==> src/rtl/imem_loader_pkg.sv <==
// Shared types and constants for the instruction-memory loader.
package imem_loader_pkg;

    typedef enum logic [2:0] {
        IDLE,
        RECV,
        WRITE,
        CKSUM,
        FIN
    } state_e;

    localparam int BYTES_PER_WORD = 4;
    localparam int IMEM_ADDR_LSB  = 2;

    function automatic logic [31:0] word_addr(input logic [31:0] base,
                                              input logic [31:0] idx);
        return base + (idx << IMEM_ADDR_LSB);
    endfunction

endpackage

==> src/rtl/imem_loader_if.sv <==
// Loader bus: control, byte stream (valid/ready) and instruction-memory write port.
// A byte moves on a rising clk edge where in_valid and in_ready are both 1; the
// source keeps in_data stable while in_valid is high and may drop in_valid freely.
interface imem_loader_if #(
    parameter int LEN_W = 16
);
    logic             start;
    logic [LEN_W-1:0] word_count;
    logic             in_valid;
    logic [7:0]       in_data;
    logic             in_ready;
    logic             we;
    logic [31:0]      waddr;
    logic [31:0]      wdata;
    logic             busy;
    logic             cpu_rst_hold;
    logic             done;
    logic             err;

    modport master (
        output start, word_count, in_valid, in_data,
        input  in_ready, we, waddr, wdata, busy, cpu_rst_hold, done, err
    );

    modport slave (
        input  start, word_count, in_valid, in_data,
        output in_ready, we, waddr, wdata, busy, cpu_rst_hold, done, err
    );
endinterface

==> src/rtl/imem_word_assembler.sv <==
// Packs a byte stream into little-endian 32-bit words; strobes on the 4th byte.
module imem_word_assembler
    import imem_loader_pkg::*;
(
    input  logic        clk,
    input  logic        rst,
    input  logic        clear_i,
    input  logic        push_i,
    input  logic [7:0]  byte_i,
    output logic [31:0] word_o,
    output logic        word_ready_o
);
    logic [1:0]  byte_cnt_q, byte_cnt_d;
    logic [31:0] word_q, word_d;

    always_comb begin
        byte_cnt_d = byte_cnt_q;
        word_d     = word_q;
        if (clear_i) begin
            byte_cnt_d = 2'd0;
        end else if (push_i) begin
            word_d[8*byte_cnt_q +: 8] = byte_i;
            byte_cnt_d                = byte_cnt_q + 2'd1;
        end
    end

    always_ff @(posedge clk) begin
        if (rst) begin
            byte_cnt_q <= 2'd0;
            word_q     <= 32'd0;
        end else begin
            byte_cnt_q <= byte_cnt_d;
            word_q     <= word_d;
        end
    end

    assign word_o       = word_q;
    assign word_ready_o = push_i && (byte_cnt_q == 2'(BYTES_PER_WORD - 1));

endmodule

==> src/rtl/imem_loader.sv <==
// Byte-stream to instruction-memory loader; holds the CPU in reset while loading.
// Optional trailing XOR checksum byte enabled by IMEM_LOADER_CKSUM_EN.
module imem_loader
    import imem_loader_pkg::*;
#(
    parameter logic [31:0] BASE_ADDR = 32'h0000_0000,
    parameter int          MAX_WORDS = 1024,
    parameter int          LEN_W     = 16
) (
    input  logic            clk,
    input  logic            rst,
    imem_loader_if.slave    bus,
    output state_e          state_o
);
    state_e           state_q, state_d;
    logic [LEN_W-1:0] len_q, len_d;
    logic [LEN_W-1:0] word_idx_q, word_idx_d;
    logic             err_q, err_d;
    logic             start_acc;
    logic             push;
    logic             word_ready;
    logic             in_ready;
    logic             we_raw;
    logic             done;
    logic [31:0]      word;
`ifdef IMEM_LOADER_CKSUM_EN
    logic [7:0]       cksum_q, cksum_d;
    localparam state_e LAST_WRITE_NEXT = CKSUM;
`else
    localparam state_e LAST_WRITE_NEXT = FIN;
`endif

    imem_word_assembler u_asm (
        .clk          (clk),
        .rst          (rst),
        .clear_i      (start_acc),
        .push_i       (push),
        .byte_i       (bus.in_data),
        .word_o       (word),
        .word_ready_o (word_ready)
    );

    always_comb begin
        state_d    = state_q;
        len_d      = len_q;
        word_idx_d = word_idx_q;
        err_d      = err_q;
        start_acc  = 1'b0;
        push       = 1'b0;
        in_ready   = 1'b0;
        we_raw     = 1'b0;
        done       = 1'b0;
        case (state_q)
            IDLE: begin
                if (bus.start) begin
                    start_acc  = 1'b1;
                    len_d      = bus.word_count;
                    err_d      = 1'b0;
                    word_idx_d = '0;
                    if (bus.word_count == '0) begin
                        state_d = FIN;
                    end else if (32'(bus.word_count) > 32'(MAX_WORDS)) begin
                        err_d   = 1'b1;
                        state_d = FIN;
                    end else begin
                        state_d = RECV;
                    end
                end
            end
            RECV: begin
                in_ready = 1'b1;
                push     = bus.in_valid;
                if (word_ready) state_d = WRITE;
            end
            WRITE: begin
                we_raw = 1'b1;
                if (word_idx_q == len_q - 1'b1) begin
                    state_d = LAST_WRITE_NEXT;
                end else begin
                    word_idx_d = word_idx_q + 1'b1;
                    state_d    = RECV;
                end
            end
`ifdef IMEM_LOADER_CKSUM_EN
            CKSUM: begin
                in_ready = 1'b1;
                if (bus.in_valid) begin
                    if (bus.in_data != cksum_q) err_d = 1'b1;
                    state_d = FIN;
                end
            end
`endif
            FIN: begin
                done    = 1'b1;
                state_d = IDLE;
            end
            default: state_d = IDLE;
        endcase
    end

`ifdef IMEM_LOADER_CKSUM_EN
    always_comb begin
        cksum_d = cksum_q;
        if (start_acc)  cksum_d = 8'd0;
        else if (push)  cksum_d = cksum_q ^ bus.in_data;
    end
`endif

    always_ff @(posedge clk) begin
        if (rst) begin
            state_q    <= IDLE;
            len_q      <= '0;
            word_idx_q <= '0;
            err_q      <= 1'b0;
`ifdef IMEM_LOADER_CKSUM_EN
            cksum_q    <= 8'd0;
`endif
        end else begin
            state_q    <= state_d;
            len_q      <= len_d;
            word_idx_q <= word_idx_d;
            err_q      <= err_d;
`ifdef IMEM_LOADER_CKSUM_EN
            cksum_q    <= cksum_d;
`endif
        end
    end

    // Write enable is gated by rst so a reset landing on a WRITE cycle never commits.
    assign bus.we           = we_raw && !rst;
    assign bus.in_ready     = in_ready;
    assign bus.waddr        = word_addr(BASE_ADDR, 32'(word_idx_q));
    assign bus.wdata        = word;
    assign bus.busy         = (state_q != IDLE);
    assign bus.cpu_rst_hold = (state_q != IDLE);
    assign bus.done         = done;
    assign bus.err          = err_q;
    assign state_o          = state_q;

endmodule
==> src/flat_wrapper.sv <==
// flat-port wrapper written by rule: the top's interface ports become plain ports
module imem_loader_flat import imem_loader_pkg::*;
#(
    parameter logic [31:0] BASE_ADDR = 32'h0000_0000,
    parameter int          MAX_WORDS = 1024,
    parameter int          LEN_W     = 16
)
  (clk, rst, state_o, bus_start, bus_word_count, bus_in_valid, bus_in_data, bus_in_ready, bus_we, bus_waddr, bus_wdata, bus_busy, bus_cpu_rst_hold, bus_done, bus_err);
  imem_loader_if #(.LEN_W(LEN_W)) bus_i ();
  input  logic clk;
  input  logic rst;
  output state_e state_o;
  input wire logic [$bits(bus_i.start)-1:0] bus_start;
  input wire logic [$bits(bus_i.word_count)-1:0] bus_word_count;
  input wire logic [$bits(bus_i.in_valid)-1:0] bus_in_valid;
  input wire logic [$bits(bus_i.in_data)-1:0] bus_in_data;
  output wire logic [$bits(bus_i.in_ready)-1:0] bus_in_ready;
  output wire logic [$bits(bus_i.we)-1:0] bus_we;
  output wire logic [$bits(bus_i.waddr)-1:0] bus_waddr;
  output wire logic [$bits(bus_i.wdata)-1:0] bus_wdata;
  output wire logic [$bits(bus_i.busy)-1:0] bus_busy;
  output wire logic [$bits(bus_i.cpu_rst_hold)-1:0] bus_cpu_rst_hold;
  output wire logic [$bits(bus_i.done)-1:0] bus_done;
  output wire logic [$bits(bus_i.err)-1:0] bus_err;
  assign bus_i.start = bus_start;
  assign bus_i.word_count = bus_word_count;
  assign bus_i.in_valid = bus_in_valid;
  assign bus_i.in_data = bus_in_data;
  assign bus_in_ready = bus_i.in_ready;
  assign bus_we = bus_i.we;
  assign bus_waddr = bus_i.waddr;
  assign bus_wdata = bus_i.wdata;
  assign bus_busy = bus_i.busy;
  assign bus_cpu_rst_hold = bus_i.cpu_rst_hold;
  assign bus_done = bus_i.done;
  assign bus_err = bus_i.err;
  imem_loader #(.BASE_ADDR(BASE_ADDR), .MAX_WORDS(MAX_WORDS), .LEN_W(LEN_W)) u_core (.clk(clk), .rst(rst), .bus(bus_i), .state_o(state_o));
endmodule
==> config.mk <==
export PLATFORM = sky130hd
export DESIGN_NAME = imem_loader_flat
export DESIGN_NICKNAME = d
export VERILOG_FILES = /design/src/rtl/imem_loader_pkg.sv /design/src/rtl/imem_loader_if.sv /design/src/rtl/imem_word_assembler.sv /design/src/rtl/imem_loader.sv /design/src/flat_wrapper.sv
export SDC_FILE = /design/constraint.sdc
export NUM_CORES = 1
export LEC_CHECK = 0
export BUFFER_PORTS_ARGS = -buffer_cell sky130_fd_sc_hd__buf_2
export CAP_MARGIN = 20
export CELL_PAD_IN_SITES_DETAIL_PLACEMENT = 0
export CELL_PAD_IN_SITES_GLOBAL_PLACEMENT = 2
export CORE_ASPECT_RATIO = 1.4
export CORE_UTILIZATION = 30
export CTS_BUF_LIST = sky130_fd_sc_hd__clkbuf_8
export CTS_CLUSTER_DIAMETER = 120
export DETAILED_ROUTE_END_ITERATION = 7
export HOLD_SLACK_MARGIN = 0.1
export PLACE_DENSITY = 0.8
export SKIP_LAST_GASP = 1
export SYNTH_ARGS = -nofsm -noshare
export SYNTH_HDL_FRONTEND = slang
export SYNTH_SLANG_ARGS = --single-unit
==> constraint.sdc <==
create_clock -name clk -period 5 [get_ports clk]
set_input_delay 1.25 -clock clk [delete_from_list [all_inputs] [get_ports clk]]
set_output_delay 1.25 -clock clk [all_outputs]
set_load 0.05 [all_outputs]
Word level (Yosys, flattened, before mapping)
Index checks and enable logic that the tools add are counted.
{"block": "totals", "register_bits": 70, "inputBits": 28, "out_inout_bits": 73, "wordCells": 52}
{"block": "op_classes", "add_sub_neg": 4, "order_cmp": 1, "eq_ne": 8, "shifts": 2, "n_mux": 18, "n_bitwise": 1, "reduce_logical": 12}
{"cell": "5-bit negation with 34-bit output", "count": 1}
{"cell": "8-bit by 34-bit variable shift with 32-bit output (first input constant)", "count": 1}
{"cell": "8-bit by 34-bit variable part select with 32-bit output", "count": 1}
{"cell": "32-bit bitwise mux", "count": 1}
{"cell": "16-bit two-way mux", "count": 2}
{"cell": "16-bit case mux with 2 select lines", "count": 1}
{"cell": "16-bit by 1-bit adder with 16-bit output (second input constant)", "count": 1}
{"cell": "16-bit == test", "count": 1}
{"cell": "16-bit by 11-bit > comparator with 1-bit output (second input constant)", "count": 1}
{"cell": "16-bit zero test", "count": 1}
{"cell": "16-bit by 1-bit subtractor with 16-bit output (second input constant)", "count": 1}
{"cell": "3-bit two-way mux", "count": 5}
{"cell": "3-bit case mux with 3 select lines", "count": 1}
{"cell": "1-bit two-way mux", "count": 8}
{"cell": "2-bit != test (second input constant)", "count": 3}
{"cell": "2-bit AND reduction", "count": 3}
{"cell": "3-bit by 1-bit == test with 1-bit output (second input constant)", "count": 1}
{"cell": "3-bit by 2-bit == test with 1-bit output (second input constant)", "count": 1}
{"cell": "3-bit == test (second input constant)", "count": 1}
{"cell": "3-bit zero test", "count": 1}
{"cell": "3-bit AND reduction", "count": 1}
{"cell": "3-bit nonzero test", "count": 1}
{"cell": "2-bit by 1-bit adder with 2-bit output (second input constant)", "count": 1}
{"cell": "2-bit == test (second input constant)", "count": 1}
{"cell": "other kinds (5)", "count": 6}

Logic depth before layout (Yosys ltp)
{"block": "depth", "word_depth": 5, "mapped_depth": 11, "mapped_depth_nobuf": 10}

Hierarchy
A second synthesis with hierarchy kept.
{"block": "hier_totals", "cells_unflattened": 441, "area_unflattened_um2": 3728.6}
{"module": "imem_loader", "n_inst": 1, "cells_each": 306, "area_each_um2": 2398.6, "seq_area_each_um2": 720.7}
{"module": "imem_word_assembler", "n_inst": 1, "cells_each": 135, "area_each_um2": 1330.0, "seq_area_each_um2": 680.7}

Worst setup path after synthesis
No wires, ideal clock.
{"block": "synth_timing", "path_kind": "input-to-output", "from": "in rst", "to": "out bus_we", "arrival_ns": 2.837, "required_ns": 3.750, "path_slack_ns": 0.913, "cell_stages": 2, "n_path_buf": 1, "path_cell_list": "clkbuf_8 -> nor4_1"}
{"block": "synth_via", "elab_chain_cells": 2}
{"item": "from (decl)", "line_no": "flat_wrapper.sv:11", "text": "input logic rst;"}
{"item": "1-bit zero test", "line_no": "imem_loader.sv:130", "text": "assign bus.we = we_raw && !rst;"}
{"item": "1-bit logical AND", "line_no": "imem_loader.sv:130"}
{"item": "to (decl)", "line_no": "flat_wrapper.sv:18", "text": "output wire logic [$bits(bus_i.we)-1:0] bus_we;"}
No other way between the ends.

Worst setup path in the final report
Same ends and word-level chain as after synthesis.

==> impl_metrics.json <==
{
  "status": "finished, final reports clean",
  "hold_viol_final": 0,
  "critPathMaxStageDelay_ns": 0.31,
  "post-synth-top-area-fraction_pct": 38.85,
  "crit_type": "input pin to primary output",
  "post-route-util_pct": 36.29,
  "use_met3_pct": 3.864,
  "synth_cell_type_count": 52,
  "p_leak_nw": 1.712,
  "p_total_mw": 1.281,
  "clkSlewWorstSetupHoldPaths_ns": 0.08,
  "overflow": 0,
  "cts_tree": "yes",
  "fin_setup_tns_ns": 0,
  "worstSetupEndpointType": "primary output",
  "via_count": 3469,
  "wl_um": 10740,
  "clock_path_buffers": 2,
  "rsz0062_at_grt": "no",
  "viasPerCell": 5.094,
  "crit_top_cell": "buf_2",
  "drive_above_1_share_pct": 21.35,
  "period_needed_ns": 3.104,
  "holdCritStartpoint": "u_core.u_asm.word_o[14]",
  "synth_edf_count": 0,
  "grt.total_usage_pct": 17.63,
  "hold-worst-slack_ns": 0.4510,
  "fin_area_um2": 4268,
  "layout.nets": 564,
  "met2_usage_pct": 32.13,
  "dp_hpwl_um": 7869,
  "post-synth-top-count-cell": "nand2_1",
  "pre_cts_slack_ns": 1.929,
  "critPathSlowestCell": "buf_2",
  "syn_to_final_growth_pct": 18.31,
  "yosysWarningCount": 0,
  "max_freq_mhz": 322.2,
  "worst-path-buf-inv": 2,
  "instances_no_fill": 681,
  "start_util_pct": 30.67,
  "drc_errors": 0,
  "grt_max_degree": 57,
  "cts_buffers": 9,
  "synth_flop_cell": "dfxtp_1",
  "cts.sinks": 70,
  "place_area_um2": 4039,
  "power_density_nw_per_um2": 300.2,
  "synthArstFlopShare_pct": 0,
  "cts-resized-gates": 0,
  "ir_drop_mv": 0.1380,
  "drv_slew": 0,
  "htreeDepth": 3,
  "r2r_start": "u_core.len_q[3]",
  "rows": 47,
  "synth_commonest_cells": "nand2_1, dfxtp_1, a21oi_1",
  "grt_use_met1_pct": 19.96,
  "crit_chain": "buf_2 > nor4_1 > buf_2",
  "fin_crit_sh_pct": 62.08,
  "ios": 101,
  "grt_pass1_vias": 3303,
  "drtIter0Drc": 131,
  "required_ns": 3.75,
  "root_buffer": "clkbuf_8",
  "hold_path.class": "register to register",
  "antenna_found_initial": 0,
  "grt_first_pass_wirelength_um": 17100,
  "max_cap_viol_count": 0,
  "yosys-top-cells-area": "dfxtp_1, a21oi_1, nand2_1",
  "startpoint": "rst",
  "cp-start-kind": "input pin",
  "cp_data_arrival_time_ns": 1.85,
  "synth_cells": 454,
  "synth-seq-cells": 70,
  "dpl.cell_count": 665,
  "gp_congestion": 0.8074,
  "core-area_um2": 11760,
  "worst_skew_pair.late_latency_ns": 0.36,
  "diodes": 0,
  "syn_avg_cell_area_um2": 7.945,
  "slew_headroom_pct": 36.52,
  "cts_setup_buffers": 0,
  "cp_max_fo": 2,
  "netlist_area_um2": 3607,
  "yosysTopAreaCell": "dfxtp_1",
  "synth-seq-area-share_pct": 38.85,
  "hold_buffers": 0,
  "crit_family": "buffers and inverters",
  "wl_per_cell_um": 15.77,
  "portBuffers": 84,
  "die_y_um": 131.7,
  "grt-busiest-layer": "met2",
  "die_area_um2": 12470,
  "first_pass_iters": 4,
  "ant_nets": 0,
  "setup_viol": 0,
  "fp.dieW_um": 94.68,
  "finClkSkew_ns": 0.01414,
  "setup_ws_ns": 1.896,
  "worst_slew_pin_slew_ns": 0.9449
}
==> state kept, by name (all words and copies together) (netlist names) <==
register and count:
u_core.u_asm.word_o 32, u_core.u_asm.byte_cnt_q 2, u_core.state_o 3, u_core.len_q 16, u_core.bus.err 1, u_core.word_idx_q 16
==> area by class of cell <==
| class | instances | area (um^2) |
|---|---|---|
| fillers | 1275 | 7493 |
| multi-input cells | 352 | 1984 |
| flip-flops and latches | 70 | 1401 |
| repair buffers | 85 | 427.9 |
| well taps | 147 | 183.9 |
| clock buffers | 9 | 123.9 |
| clock inverters | 7 | 105.1 |
| inverters | 11 | 41.29 |
==> worst register-to-register path, stage by stage, from the launching register on <==
cell	delay (ns)
dfxtp_1	0.39
nor4_4	0.50
nand3_1	0.22
or3_2	0.49
a22oi_1	0.20
o2111ai_2	0.25
o21ai_4	0.54
or4_2	0.24
a21oi_1	0.05
==> per-layer routing <==
metal	vias to the layer above	part of all wire, %
li1	1720	-
met1	1648	41
met2	93	53
met3	8	4.9
met4	0	0.97
met5	-	0
==> path summary, 6_finish.rpt <==
kind	end	slack, ns	cells after the start
max	bus_we	1.90	3
min	u_core.u_asm.word_o[14]	0.45	2
max reg2reg	u_core.word_idx_q[9]	1.99	8
min reg2reg	u_core.u_asm.word_o[14]	0.45	2
==> kinds of logic (layout without fill, tap and decap cells) <==
kind of cell | count (synthesis) | after routing | synth area share (%)
AO/OA/AOI/OAI | 101 | 101 | 16.68
XOR/XNOR | 23 | 23 | 5.584
adder cells (fa/ha/maj) | 7 | 7 | 2.428
buffers and inverters | 47 | 112 | 7.700
flip-flops | 70 | 70 | 38.85
other | 1 | 16 | 0.1040
AND/OR/NAND/NOR | 205 | 205 | 28.65
==> layout by cell type, fill, tap and decap left out, drive strengths merged, types with 2 or more instances in the layout <==
cell type	instances
buf	85
nand2	81
dfxtp	70
a21oi	67
nand3	44
nor2	16
conb	16
inv	14
xor2	13
nor3	11
o21ai	11
xnor2	10
clkbuf	9
or3	9
o31ai	8
ha	7
or4	7
and3	7
nor3b	5
and2	5
nor4	5
nand4	4
and4	4
o2111ai	3
nand3b	2
o21a	2
o211ai	2
nand2b	2
bufinv	2
==> report_power, final <==
part           total (mW)  internal [mW]  leakage, nW  switching, mW
logic               0.165         0.0501         1.03          0.115
clock network       0.535          0.289        0.112          0.246
registers           0.581          0.567        0.567         0.0145
Power figures use the tool's default switching activity.
